===== src/rtl/pipeline_stage_skid.sv =====
// pipeline_stage_skid
// Two-entry pipeline register with a skid buffer. The output register drives
// the downstream payload. The skid register catches one beat when downstream
// stalls. o_ready depends only on registered state, so the ready path is cut
// between the upstream and downstream sides.
// Optional build macro PIPELINE_STAGE_DEBUG_EN adds debug tick/ok sideband
// ports. These ports travel through both entries exactly like payload.
module pipeline_stage_skid #(
    parameter int unsigned         PC_WIDTH   = 32,
    parameter int unsigned         INST_WIDTH = 32,
    parameter logic [PC_WIDTH-1:0] RESET_PC   = PC_WIDTH'(-4)
) (
    input  logic                  i_clock,
    input  logic                  i_reset,
    input  logic                  i_flush,
    input  logic                  i_valid,
    output logic                  o_ready,
    input  logic [PC_WIDTH-1:0]   i_pc,
    input  logic [INST_WIDTH-1:0] i_inst,
    input  logic                  i_instCompressed,
`ifdef PIPELINE_STAGE_DEBUG_EN
    input  int                    i_dbgTick,
    input  logic                  i_dbgOk,
    output int                    o_dbgTick,
    output logic                  o_dbgOk,
`endif
    output logic                  o_valid,
    input  logic                  i_ready,
    output logic [PC_WIDTH-1:0]   o_pc,
    output logic [INST_WIDTH-1:0] o_inst,
    output logic                  o_instCompressed,
    output logic [1:0]            o_count
);

    logic                  outValid_q, outValid_d;
    logic                  skidValid_q, skidValid_d;
    logic [PC_WIDTH-1:0]   outPc_q, outPc_d;
    logic [INST_WIDTH-1:0] outInst_q, outInst_d;
    logic                  outComp_q, outComp_d;
    logic [PC_WIDTH-1:0]   skidPc_q, skidPc_d;
    logic [INST_WIDTH-1:0] skidInst_q, skidInst_d;
    logic                  skidComp_q, skidComp_d;
    logic [1:0]            count_q, count_d;
`ifdef PIPELINE_STAGE_DEBUG_EN
    int                    outTick_q, outTick_d;
    logic                  outOk_q, outOk_d;
    int                    skidTick_q, skidTick_d;
    logic                  skidOk_q, skidOk_d;
`endif

    logic upXfer;
    logic downXfer;

    assign o_ready  = ~skidValid_q;
    assign upXfer   = i_valid & o_ready;
    assign downXfer = outValid_q & i_ready;

    // Next-state selection.
    // A flush empties the stage and drops the incoming beat.
    // When the output register is free, it refills from skid first, then
    // from upstream. Otherwise an accepted beat parks in skid.
    always_comb begin
        outValid_d  = outValid_q;
        skidValid_d = skidValid_q;
        outPc_d     = outPc_q;
        outInst_d   = outInst_q;
        outComp_d   = outComp_q;
        skidPc_d    = skidPc_q;
        skidInst_d  = skidInst_q;
        skidComp_d  = skidComp_q;
`ifdef PIPELINE_STAGE_DEBUG_EN
        outTick_d   = outTick_q;
        outOk_d     = outOk_q;
        skidTick_d  = skidTick_q;
        skidOk_d    = skidOk_q;
`endif
        if (i_flush) begin
            outValid_d  = 1'b0;
            skidValid_d = 1'b0;
            outPc_d     = RESET_PC;
            outInst_d   = '0;
            outComp_d   = 1'b0;
`ifdef PIPELINE_STAGE_DEBUG_EN
            outOk_d     = 1'b0;
            skidOk_d    = 1'b0;
`endif
        end else if (!outValid_q || downXfer) begin
            if (skidValid_q) begin
                outValid_d  = 1'b1;
                skidValid_d = 1'b0;
                outPc_d     = skidPc_q;
                outInst_d   = skidInst_q;
                outComp_d   = skidComp_q;
`ifdef PIPELINE_STAGE_DEBUG_EN
                outTick_d   = skidTick_q;
                outOk_d     = skidOk_q;
`endif
            end else if (upXfer) begin
                outValid_d  = 1'b1;
                outPc_d     = i_pc;
                outInst_d   = i_inst;
                outComp_d   = i_instCompressed;
`ifdef PIPELINE_STAGE_DEBUG_EN
                outTick_d   = i_dbgTick;
                outOk_d     = i_dbgOk;
`endif
            end else begin
                outValid_d  = 1'b0;
            end
        end else if (upXfer) begin
            skidValid_d = 1'b1;
            skidPc_d    = i_pc;
            skidInst_d  = i_inst;
            skidComp_d  = i_instCompressed;
`ifdef PIPELINE_STAGE_DEBUG_EN
            skidTick_d  = i_dbgTick;
            skidOk_d    = i_dbgOk;
`endif
        end
        count_d = {1'b0, outValid_d} + {1'b0, skidValid_d};
    end

    // Control state and visible output payload, with synchronous reset.
    always_ff @(posedge i_clock) begin
        if (i_reset) begin
            outValid_q  <= 1'b0;
            skidValid_q <= 1'b0;
            outPc_q     <= RESET_PC;
            outInst_q   <= '0;
            outComp_q   <= 1'b0;
            count_q     <= 2'd0;
`ifdef PIPELINE_STAGE_DEBUG_EN
            outOk_q     <= 1'b0;
            skidOk_q    <= 1'b0;
`endif
        end else begin
            outValid_q  <= outValid_d;
            skidValid_q <= skidValid_d;
            outPc_q     <= outPc_d;
            outInst_q   <= outInst_d;
            outComp_q   <= outComp_d;
            count_q     <= count_d;
`ifdef PIPELINE_STAGE_DEBUG_EN
            outOk_q     <= outOk_d;
            skidOk_q    <= skidOk_d;
`endif
        end
    end

    // Skid payload and debug tick need no reset because their valid bits guard them.
    always_ff @(posedge i_clock) begin
        skidPc_q   <= skidPc_d;
        skidInst_q <= skidInst_d;
        skidComp_q <= skidComp_d;
`ifdef PIPELINE_STAGE_DEBUG_EN
        outTick_q  <= outTick_d;
        skidTick_q <= skidTick_d;
`endif
    end

    assign o_valid          = outValid_q;
    assign o_pc             = outPc_q;
    assign o_inst           = outInst_q;
    assign o_instCompressed = outComp_q;
    assign o_count          = count_q;
`ifdef PIPELINE_STAGE_DEBUG_EN
    assign o_dbgTick        = outTick_q;
    assign o_dbgOk          = outOk_q;
`endif

endmodule


===== config.mk =====
export PLATFORM = sky130hd
export DESIGN_NAME = pipeline_stage_skid
export DESIGN_NICKNAME = d
export VERILOG_FILES = /design/src/rtl/pipeline_stage_skid.sv
export SDC_FILE = /design/constraint.sdc
export NUM_CORES = 1
export LEC_CHECK = 0
export ABC_AREA = 1
export CAP_MARGIN = 20
export CORE_UTILIZATION = 44
export CTS_CLUSTER_DIAMETER = 150
export DETAILED_ROUTE_END_ITERATION = 16
export PLACE_DENSITY = 0.8
export SETUP_SLACK_MARGIN = 0.02
export SYNTH_ARGS = -nofsm -noshare
export SYNTH_HDL_FRONTEND = slang
export SYNTH_SLANG_ARGS = --single-unit

===== constraint.sdc =====
create_clock -name i_clock -period 5.75 [get_ports i_clock]
set_input_delay 0.575 -clock i_clock [delete_from_list [all_inputs] [get_ports i_clock]]
set_output_delay 0.575 -clock i_clock [all_outputs]
set_load 0.005 [all_outputs]

Yosys cells after proc, flatten, opt, wreduce, memory -nomap -nowiden --
Index checks and enable logic that the tools add are counted.
Storage, ports and cells: logic and storage cells 34, register bits after elaboration 134
Cells by class: bitwise logic cells 5, reductions and logical operators 6, add/subtract/negate cells 1, multiplexer cells 13
Operator list (number):
- $mux 32 | 4
- $mux 1 | 9
- $not 1->1 | 3
- $reduce_and 3->1 | 1
- $add 1x1->2 | 1
- $and 1x1->1 | 2
- $reduce_and 2->1 | 1
- $reduce_bool 2->1 | 1
- $reduce_or 2->1 | 1
- $logic_not 1->1 | 1
- $logic_or 1x1->1 | 1

Longest topological paths before layout --
Gate-level depths: netlist of run 1.
depth after elaboration 7, depth in mapped cells 7

Worst setup path after synthesis of run 1 --
Ideal clock, no wire load.
kind input port to flip-flop, start point in i_ready, end point reg skidComp_q, enable pin, slack -0.020 ns, setup time 0.568 ns, data required time 5.182 ns, stages 3, buffers on the path 0, data arrival time 5.202 ns, path through nor2_1 > nand2_1 > nor3_1
Between the ends: longest elaborated chain between the ends 4
RTL lines:
- start: declaration | line 28 | input logic i_ready,
- $and 1x1->1 | line 56 | assign downXfer = outValid_q & i_ready;
- $logic_or 1x1->1 | line 87 | end else if (!outValid_q || downXfer) begin
- $not 1->1 (no line)
- $reduce_and 3->1 (no line)
- end signal: assignment | line 154 | skidComp_q <= skidComp_d;
- end: declaration | line 42 | logic skidComp_q, skidComp_d;
No other way between the ends. A chain may end at the register's enable or synchronous reset.

Final worst setup path of run 1 --
start point reg skidValid_q, end point out o_ready
Between the ends: longest elaborated chain between the ends 1
RTL lines:
- start: declaration | line 36 | logic skidValid_q, skidValid_d;
- start signal: assignment | line 138 | skidValid_q <= skidValid_d;
- $not 1->1 | line 54 | assign o_ready = ~skidValid_q;
- end: declaration | line 17 | output logic o_ready,
No other way between the ends.

==> results.ini, run 1 <==
[cts]
htree_levels = 4
cts_tree = built
postCtsResizedCells = 0
cts_hold_buf = 0
max-clock-path-buffers = 2
cts_made_buffers = 17
clock_sinks = 134
clkLatencyLatePin_ps = 410
root_buffer = clkbuf_16
clk_pin_slew_ps = 60
postCtsSetupBuffers = 0

[cells_and_area]
n_antenna_cell = 0
utilization = 0.633
synthToLayoutAreaGrowth_pct = 37.8
layout_common_cells = 328 x nand2_1, 138 x clkdlybuf4s50_1, 75 x nor2_1
final_common_cell = nand2_1
layout.nets = 850
final_area_um2 = 7380
final_layout_size_suffix_gt1_frac = 0.0518

[worst_setup_path]
critical_path_class = reg2out
arrival_ps = 2220
endpoint_kind = output pin
crit_required_ps = 5180
r2r_end = o_pc[0]
r2r_cells = 6
r2r_start = skidValid_q
ff2ff_setup_slack_ps = 3570
critical_path.max_fanout = 35
cp-start-kind = flop

[yosys]
synth_area_per_cell_um2 = 8.23
yosysUniqueCellTypes = 13
netlist_instances = 651
yosysSeqAreaShare = 0.622
syn_area_um2 = 5360
synth_nets = 722
ys_warn_count = 0
ys_ff_latch = 134

[power]
net-switching-power_w = 0.000503
power.density_nw_per_um2 = 303
clkPwrFrac = 0.443
p_int_w = 0.00174
p_seq_frac = 0.464
comb_power_share = 0.093
sw_frac_of_total = 0.225
power.leakage_nw = 3.19
ir_worst_vdd_mv = 0.159

[detailed_routing]
antenna_left = 0
via_count = 4468
first_pass_iters = 5
drt_wl_total_um = 12700
drc = 0
drtIter0Drc = 287
viasPerCell = 4.78
wl_per_cell_um = 13.5

[placement]
gp_congestion = 0.787
dpl_cell_area_um2 = 6840
io_buffers = 138
dp_hpwl_um = 7940

[floorplan]
ios = 139
start_util = 0.460
die_h_um = 112
row_count = 39
die_w_um = 112
dieArea_um2 = 12600
core_um2 = 11700

[run_status]
status = finished, final reports clean

[worst_hold_path]
hold_path_depth = 2
hp-start = o_pc[18]
hold_path_class = reg2reg
min_to = o_pc[18]

[timing]
timing.fmax_mhz = 358
setup_tns_ps = 0
setup_viol = 0
rsz0062_at_grt = false
layout_min_cycle_time_ps = 2790
final_hold_viol_count = 0
tightest_slew_ps = 1040
fin_hold_ws_ps = 475
clock_skew_ps = 6.02
maxSlewViolCount = 0
post-route-period-util = 0.486
slew_headroom = 0.304

[global_route]
grt_max_degree = 101
grt-ovfl-total = 0
grtUsageTotal = 0.210
grt_pass1_wl_um = 20700
antenna_found_initial = 0
first_global_vias = 4373

[flow_run]
drv_cap = 0

==> per-stage QoR <==
| step | std cells | setup WS, ps | power (W) |
|---|---|---|---|
| after global placement | 902 | 3250 | 0.00126 |
| final | 935 | 2960 | 0.00224 |
| after global routing | 935 | 2870 | 0.00233 |
| after floorplan | 651 | 1980 | 0.00115 |
| after detailed placement | 903 | 3130 | 0.00127 |
| after CTS | 935 | 2950 | 0.00226 |
==> state kept, by name, indices dropped and copies added (netlist names) <==
signal / flops
skidPc_q: 32
skidValid_q: 1
o_instCompressed: 1
skidComp_q: 1
o_inst: 32
skidInst_q: 32
o_count: 2
o_pc: 32
o_valid: 1
==> layout make-up <==
| class | instances | area, µm² |
|---|---|---|
| inverters | 42 | 158 |
| repair buffers | 143 | 1430 |
| clock buffers | 18 | 439 |
| fillers | 987 | 4280 |
| multi-input cells | 441 | 1740 |
| flip-flops and latches | 134 | 3330 |
| well taps | 143 | 179 |
| clock inverters | 14 | 110 |
==> cells in the mapped netlist (all sizes together) <==
cell,instances,area [µm²]
nand2,329,1230
buf,26,130
edfxtp,65,1950
nor2,77,289
nand3,30,150
clkbuf,8,30.0
nor3,2,10.0
dfxtp,69,1380
ha,1,12.5
inv,42,158
a21boi,1,7.51
a21oi,1,5.00
==> worst max path at each step <==
stage | startpoint | endpoint | slack, ps | depth (start not counted)
finish | skidValid_q | o_ready | 2960 | 3
global route | skidValid_q | o_ready | 2870 | 3
CTS | skidValid_q | o_ready | 2950 | 3
detailed placement | i_ready | skidPc_q[26] | 3130 | 5
global placement | i_ready | skidPc_q[30] | 3250 | 5
floorplan | i_ready | skidComp_q | 1980 | 3
==> layer usage <==
| metal | vias up | wire (µm) | global-route usage |
|---|---|---|---|
| li1 | 2259 | - | - |
| met1 | 2064 | 5320 | 0.236 |
| met2 | 131 | 6560 | 0.377 |
| met3 | 14 | 528 | 0.0545 |
| met4 | 0 | 246 | 0.0898 |
| met5 | - | 0 | 0 |
==> critical path, cell delays in order (launching register included) <==
cell             delay, ps
dfxtp_2                320
inv_2                  450
buf_4                  450
clkdlybuf4s50_1        580
==> power groups by stage <==
stage          Sequential (W)  Clock, W  Combinational, W
3_3_place_gp          0.00106         0          0.000201
4_1_cts               0.00104   0.00101          0.000210
6_report              0.00104  0.000991          0.000209
2_1_floorplan         0.00106         0         0.0000874
5_1_grt               0.00104   0.00106          0.000231
3_5_place_dp          0.00106         0          0.000208
==> cells by family (layout without fill, tap and decap cells) <==
| group | after synthesis | after routing | share of synthesized area |
|---|---|---|---|
| flip-flops | 134 | 134 | 0.622 |
| AO/OA/AOI/OAI | 2 | 2 | 0.00233 |
| AND/OR/NAND/NOR | 438 | 438 | 0.314 |
| buffers and inverters | 76 | 217 | 0.0593 |
| adder cells (fa/ha/maj) | 1 | 1 | 0.00233 |
No activity file was read; power rests on OpenSTA's default activity.
==> run 2: changes to the inputs <==
Clock period 5.75 ns to 2.35 ns, I/O delays scaled along.
==> results.ini, run 2 (synthesized netlist as in run 1, its figures left out) <==
[worst_setup_path]
cp_num_buf_inv = 2  ; -1
worst_path_max_delay_cell = clkdlybuf4s50_1
r2r_start = skidValid_q
crit_required_ps = 2120  ; -3060 ps
cp-start-kind = flop
critical_path.max_fanout = 22  ; -37%
arrival_ps = 1770  ; -450 ps
path_cells = inv_2 -> clkdlybuf4s50_1
r2r_cells = 7  ; +1
startpoint = skidValid_q
crit_family = buffers and inverters
critical_path_class = reg2out
endpoint_kind = output pin
cp_slowest_stage_delay_ps = 590  ; about the same
cp_num_cells = 2  ; -1

[cells_and_area]
layout.nets = 854  ; +0.47%
final_area_um2 = 7500  ; +1.5%
final_layout_size_suffix_gt1_frac = 0.0578  ; +0.00602
n_antenna_cell = 0  ; unchanged
layout_common_cells = 328 x nand2_1, 138 x clkdlybuf4s50_1, 75 x nor2_1
synthToLayoutAreaGrowth_pct = 39.9
final_common_cell = nand2_1

[timing]
fin_ws_ps = 350  ; -2610 ps
setup_tns_ps = 0  ; unchanged
final_hold_viol_count = 0  ; unchanged
rsz0062_at_grt = false
timing.fmax_mhz = 500
setup_viol = 0  ; unchanged
post-route-period-util = 0.851
tightest_slew_ps = 768  ; -276 ps
clock_skew_ps = 9.50  ; +3.48 ps
maxSlewViolCount = 0  ; unchanged
slew_headroom = 0.487  ; +0.183
layout_min_cycle_time_ps = 2000

[detailed_routing]
drt_wl_total_um = 12700  ; +0.33%
wl_per_cell_um = 13.5  ; about the same
drtIter0Drc = 338  ; +18%
antenna_left = 0  ; unchanged
first_pass_iters = 6  ; +1
viasPerCell = 4.79  ; +0.29%
via_count = 4500  ; +0.72%
drc = 0  ; unchanged

[cts]
clock_sinks = 134  ; unchanged
clkLatencyLatePin_ps = 400  ; about the same
cts_made_buffers = 17  ; unchanged
max-clock-path-buffers = 2  ; unchanged
postCtsSetupBuffers = 0  ; unchanged
root_buffer = clkbuf_16
postCtsResizedCells = 0  ; unchanged
htree_levels = 4  ; unchanged
clk_pin_slew_ps = 60  ; about the same
cts_tree = built
cts_hold_buf = 0  ; unchanged

[global_route]
grt-ovfl-total = 0  ; unchanged
antenna_found_initial = 0  ; unchanged
grt_max_degree = 67  ; -34%
grtUsageTotal = 0.208  ; -0.00185
grt_pass1_wl_um = 20600  ; -0.37%
first_global_vias = 4314  ; -1.3%

[power]
net-switching-power_w = 0.00124  ; +150%
sw_frac_of_total = 0.218  ; -0.00615
ir_worst_vdd_mv = 0.450  ; +180%
p_int_w = 0.00443  ; +160%
comb_power_share = 0.091  ; -0.002
power.density_nw_per_um2 = 756  ; +150%
clkPwrFrac = 0.461  ; +0.018
power.leakage_nw = 3.23  ; +1.4%
p_seq_frac = 0.448  ; -0.016

[worst_hold_path]
hold_path_class = in2reg
hold_path_depth = 1  ; -1
hp-start = i_inst[29]

[placement]
pre_cts_slack_ps = 458  ; -2670 ps
dpl_cell_area_um2 = 6900  ; +0.99%
dp_hpwl_um = 8210  ; +3.4%
gp_congestion = 0.752  ; -4.5%
io_buffers = 138  ; unchanged

[floorplan]
dieArea_um2 = 12600  ; unchanged
start_util = 0.460  ; unchanged
row_count = 39  ; unchanged
core_um2 = 11700  ; unchanged
die_h_um = 112  ; unchanged
die_w_um = 112  ; unchanged
ios = 139  ; unchanged

[run_status]
status = finished, final reports clean

[flow_run]
drv_cap = 0  ; unchanged

==> run 2: cell types whose count changed in the layout (fill, tap and decap cells not counted), sizes merged <==
cell,delta
buf,+4
clkbuf,+3
clkinvlp,+1
inv,-1
clkinv,-4
bufinv,+1
==> run 2: path summary, 6_finish.rpt <==
check              endpoint  slack (ps)
max                 o_ready         350
min          skidInst_q[29]         420
max reg2reg      o_inst[11]         590
min reg2reg        o_pc[15]         470
==> run 2: cell type report <==
type / instances / area, µm²
inverter: 42 / 158
sequential: 134 / 3330
clock inverter: 11 / 125
multi-input combinational: 441 / 1740
timing repair buffer: 147 / 1490
fill: 930 / 4160
clock buffer: 21 / 470
tap: 143 / 179
==> run 2: power groups by stage <==
stage               clock network, W  logic [W]  registers, W
floorplan                          0   0.000215       0.00259
global placement                   0   0.000498       0.00259
detailed placement                 0   0.000514       0.00259
CTS                          0.00265   0.000519       0.00254
global route                 0.00276   0.000571       0.00255
finish                       0.00261   0.000516       0.00254
==> run 2: through the flow <==
stage | utilization | power (W) | hold slack [ps] | std cells
detailed placement | 0.592 | 0.00310 | 462 | 907
global placement | 0.591 | 0.00309 | 457 | 906
global route | 0.643 | 0.00588 | 401 | 939
CTS | 0.643 | 0.00572 | 406 | 939
finish | 0.643 | 0.00567 | 421 | 939
floorplan | - | 0.00281 | 306 | 651
==> run 2: routing by layer <==
layer  wire [µm]  GRT usage  vias up
li1            -          -     2262
met1        5220      0.245     2081
met2        6640      0.370      142
met3         681     0.0475       15
met4         155     0.0791        0
met5           0          0        -
==> run 3: changes to the inputs <==
Settings changed: MAX_ROUTING_LAYER set to met4, TNS_END_PERCENT set to 50.
==> results.ini, run 3 (synthesized netlist as in run 1, its figures left out) <==
[run_status]
status = finished, final reports clean

[placement]
io_buffers = 138  ; unchanged
dpl_cell_area_um2 = 6900  ; unchanged
pre_cts_slack_ps = 458  ; unchanged
gp_congestion = 0.762  ; +1.3%
dp_hpwl_um = 8210  ; unchanged

[global_route]
grt_pass1_wl_um = 20600  ; -0.10%
grt-ovfl-total = 0  ; unchanged
antenna_found_initial = 0  ; unchanged
grtUsageTotal = 0.214  ; +0.00609
grt_max_degree = 67  ; unchanged
first_global_vias = 4323  ; +0.21%

[floorplan]
core_um2 = 11700  ; unchanged
row_count = 39  ; unchanged
start_util = 0.460  ; unchanged
ios = 139  ; unchanged
dieArea_um2 = 12600  ; unchanged
die_w_um = 112  ; unchanged
die_h_um = 112  ; unchanged

[power]
power.leakage_nw = 3.23  ; unchanged
power_w = 0.00567  ; about the same
ir_worst_vdd_mv = 0.449  ; -0.35%
power.density_nw_per_um2 = 756  ; about the same

[worst_setup_path]
crit_required_ps = 2120  ; about the same
cp-start-kind = flop
r2r_end = o_inst[11]
critical_path_class = reg2out
r2r_start = skidValid_q
r2r_cells = 7  ; unchanged
arrival_ps = 1760  ; about the same
endpoint_kind = output pin
ff2ff_setup_slack_ps = 590  ; about the same
critical_path.max_fanout = 22  ; unchanged

[timing]
timing.fmax_mhz = 501  ; +0.16%
clock_skew_ps = 10.2  ; +0.672 ps
slew_headroom = 0.484  ; -0.00289
post-route-period-util = 0.850  ; -0.00132
tightest_slew_ps = 772  ; +4.33 ps
setup_viol = 0  ; unchanged
fin_hold_ws_ps = 420  ; -1.09 ps
maxSlewViolCount = 0  ; unchanged
final_hold_viol_count = 0  ; unchanged
layout_min_cycle_time_ps = 2000  ; -3.11 ps
rsz0062_at_grt = false
setup_tns_ps = 0  ; unchanged
fin_ws_ps = 353  ; +3.11 ps

[cells_and_area]
final_common_cell = nand2_1
layout.nets = 854  ; unchanged
regArea_um2 = 3330  ; unchanged
final_area_um2 = 7500  ; unchanged
synthToLayoutAreaGrowth_pct = 39.9  ; unchanged
layout_common_cells = 328 x nand2_1, 138 x clkdlybuf4s50_1, 75 x nor2_1
fillers = 930  ; unchanged
multiInputGateArea_um2 = 1740  ; unchanged
n_antenna_cell = 0  ; unchanged
final_layout_size_suffix_gt1_frac = 0.0578  ; unchanged

[cts]
postCtsSetupBuffers = 0  ; unchanged
cts_hold_buf = 0  ; unchanged
clkLatencyLatePin_ps = 400  ; about the same
postCtsResizedCells = 0  ; unchanged
htree_levels = 4  ; unchanged
cts_made_buffers = 17  ; unchanged
max-clock-path-buffers = 2  ; unchanged
root_buffer = clkbuf_16
clk_pin_slew_ps = 60  ; about the same
clock_sinks = 134  ; unchanged
cts_tree = built

[detailed_routing]
drt_wl_total_um = 12700  ; +0.11%
drtIter0Drc = 339  ; +0.30%
wl_per_cell_um = 13.5  ; +0.11%
antenna_left = 0  ; unchanged
via_count = 4484  ; -0.36%
first_pass_iters = 8  ; +2
drc = 0  ; unchanged
viasPerCell = 4.78  ; -0.36%

[flow_run]
drv_cap = 0  ; unchanged

[worst_hold_path]
min_to = skidInst_q[29]
hold_path_class = in2reg
hold_path_depth = 1  ; unchanged
hp-start = i_inst[29]

==> run 3: cell counts in the layout (fill, tap and decap cells not counted) <==
Identical to the previous run, type by type.
==> run 3: worst max-delay path, stage by stage, from the launching register on <==
cell and delay, ps:
dfxtp_2 390, inv_2 360, clkdlybuf4s50_1 590
==> run 3: metal layers <==
layer / vias up / wire, µm / global-route usage
met5: - / 0 / -
met1: 2058 / 5270 / 0.243
met4: 0 / 155 / 0.0791
met2: 152 / 6620 / 0.373
met3: 13 / 679 / 0.0459
li1: 2261 / - / -
==> run 3: layout make-up <==
cell class,instances,share of cell area
sequential,134,0.445
inverter,42,0.0210
timing repair buffer,147,0.199
tap,143,0.0239
multi-input combinational,441,0.232
clock inverter,11,0.0167
clock buffer,21,0.0627
==> run 3: where the power goes <==
part	internal, W	total [W]	switching, W
clock network	0.00165	0.00261	0.000967
logic	0.000276	0.000517	0.000241
registers	0.00251	0.00254	0.0000320
total	0.00443	0.00567	0.00124
==> run 3: worst max-delay path by stage <==
stage                           start           to  depth (start not counted)
after global routing      skidValid_q      o_ready                          2
after CTS                 skidValid_q      o_ready                          2
after detailed placement      i_ready  skidPc_q[5]                          5
after floorplan           skidValid_q   skidComp_q                          3
after global placement        i_valid      o_pc[9]                          5
final                     skidValid_q      o_ready                          2
==> run 3: through the flow <==
step            util  std cells
3_3_place_gp   0.591        906
6_report       0.643        939
2_1_floorplan      -        651
5_1_grt        0.643        939
3_5_place_dp   0.592        907
4_1_cts        0.643        939
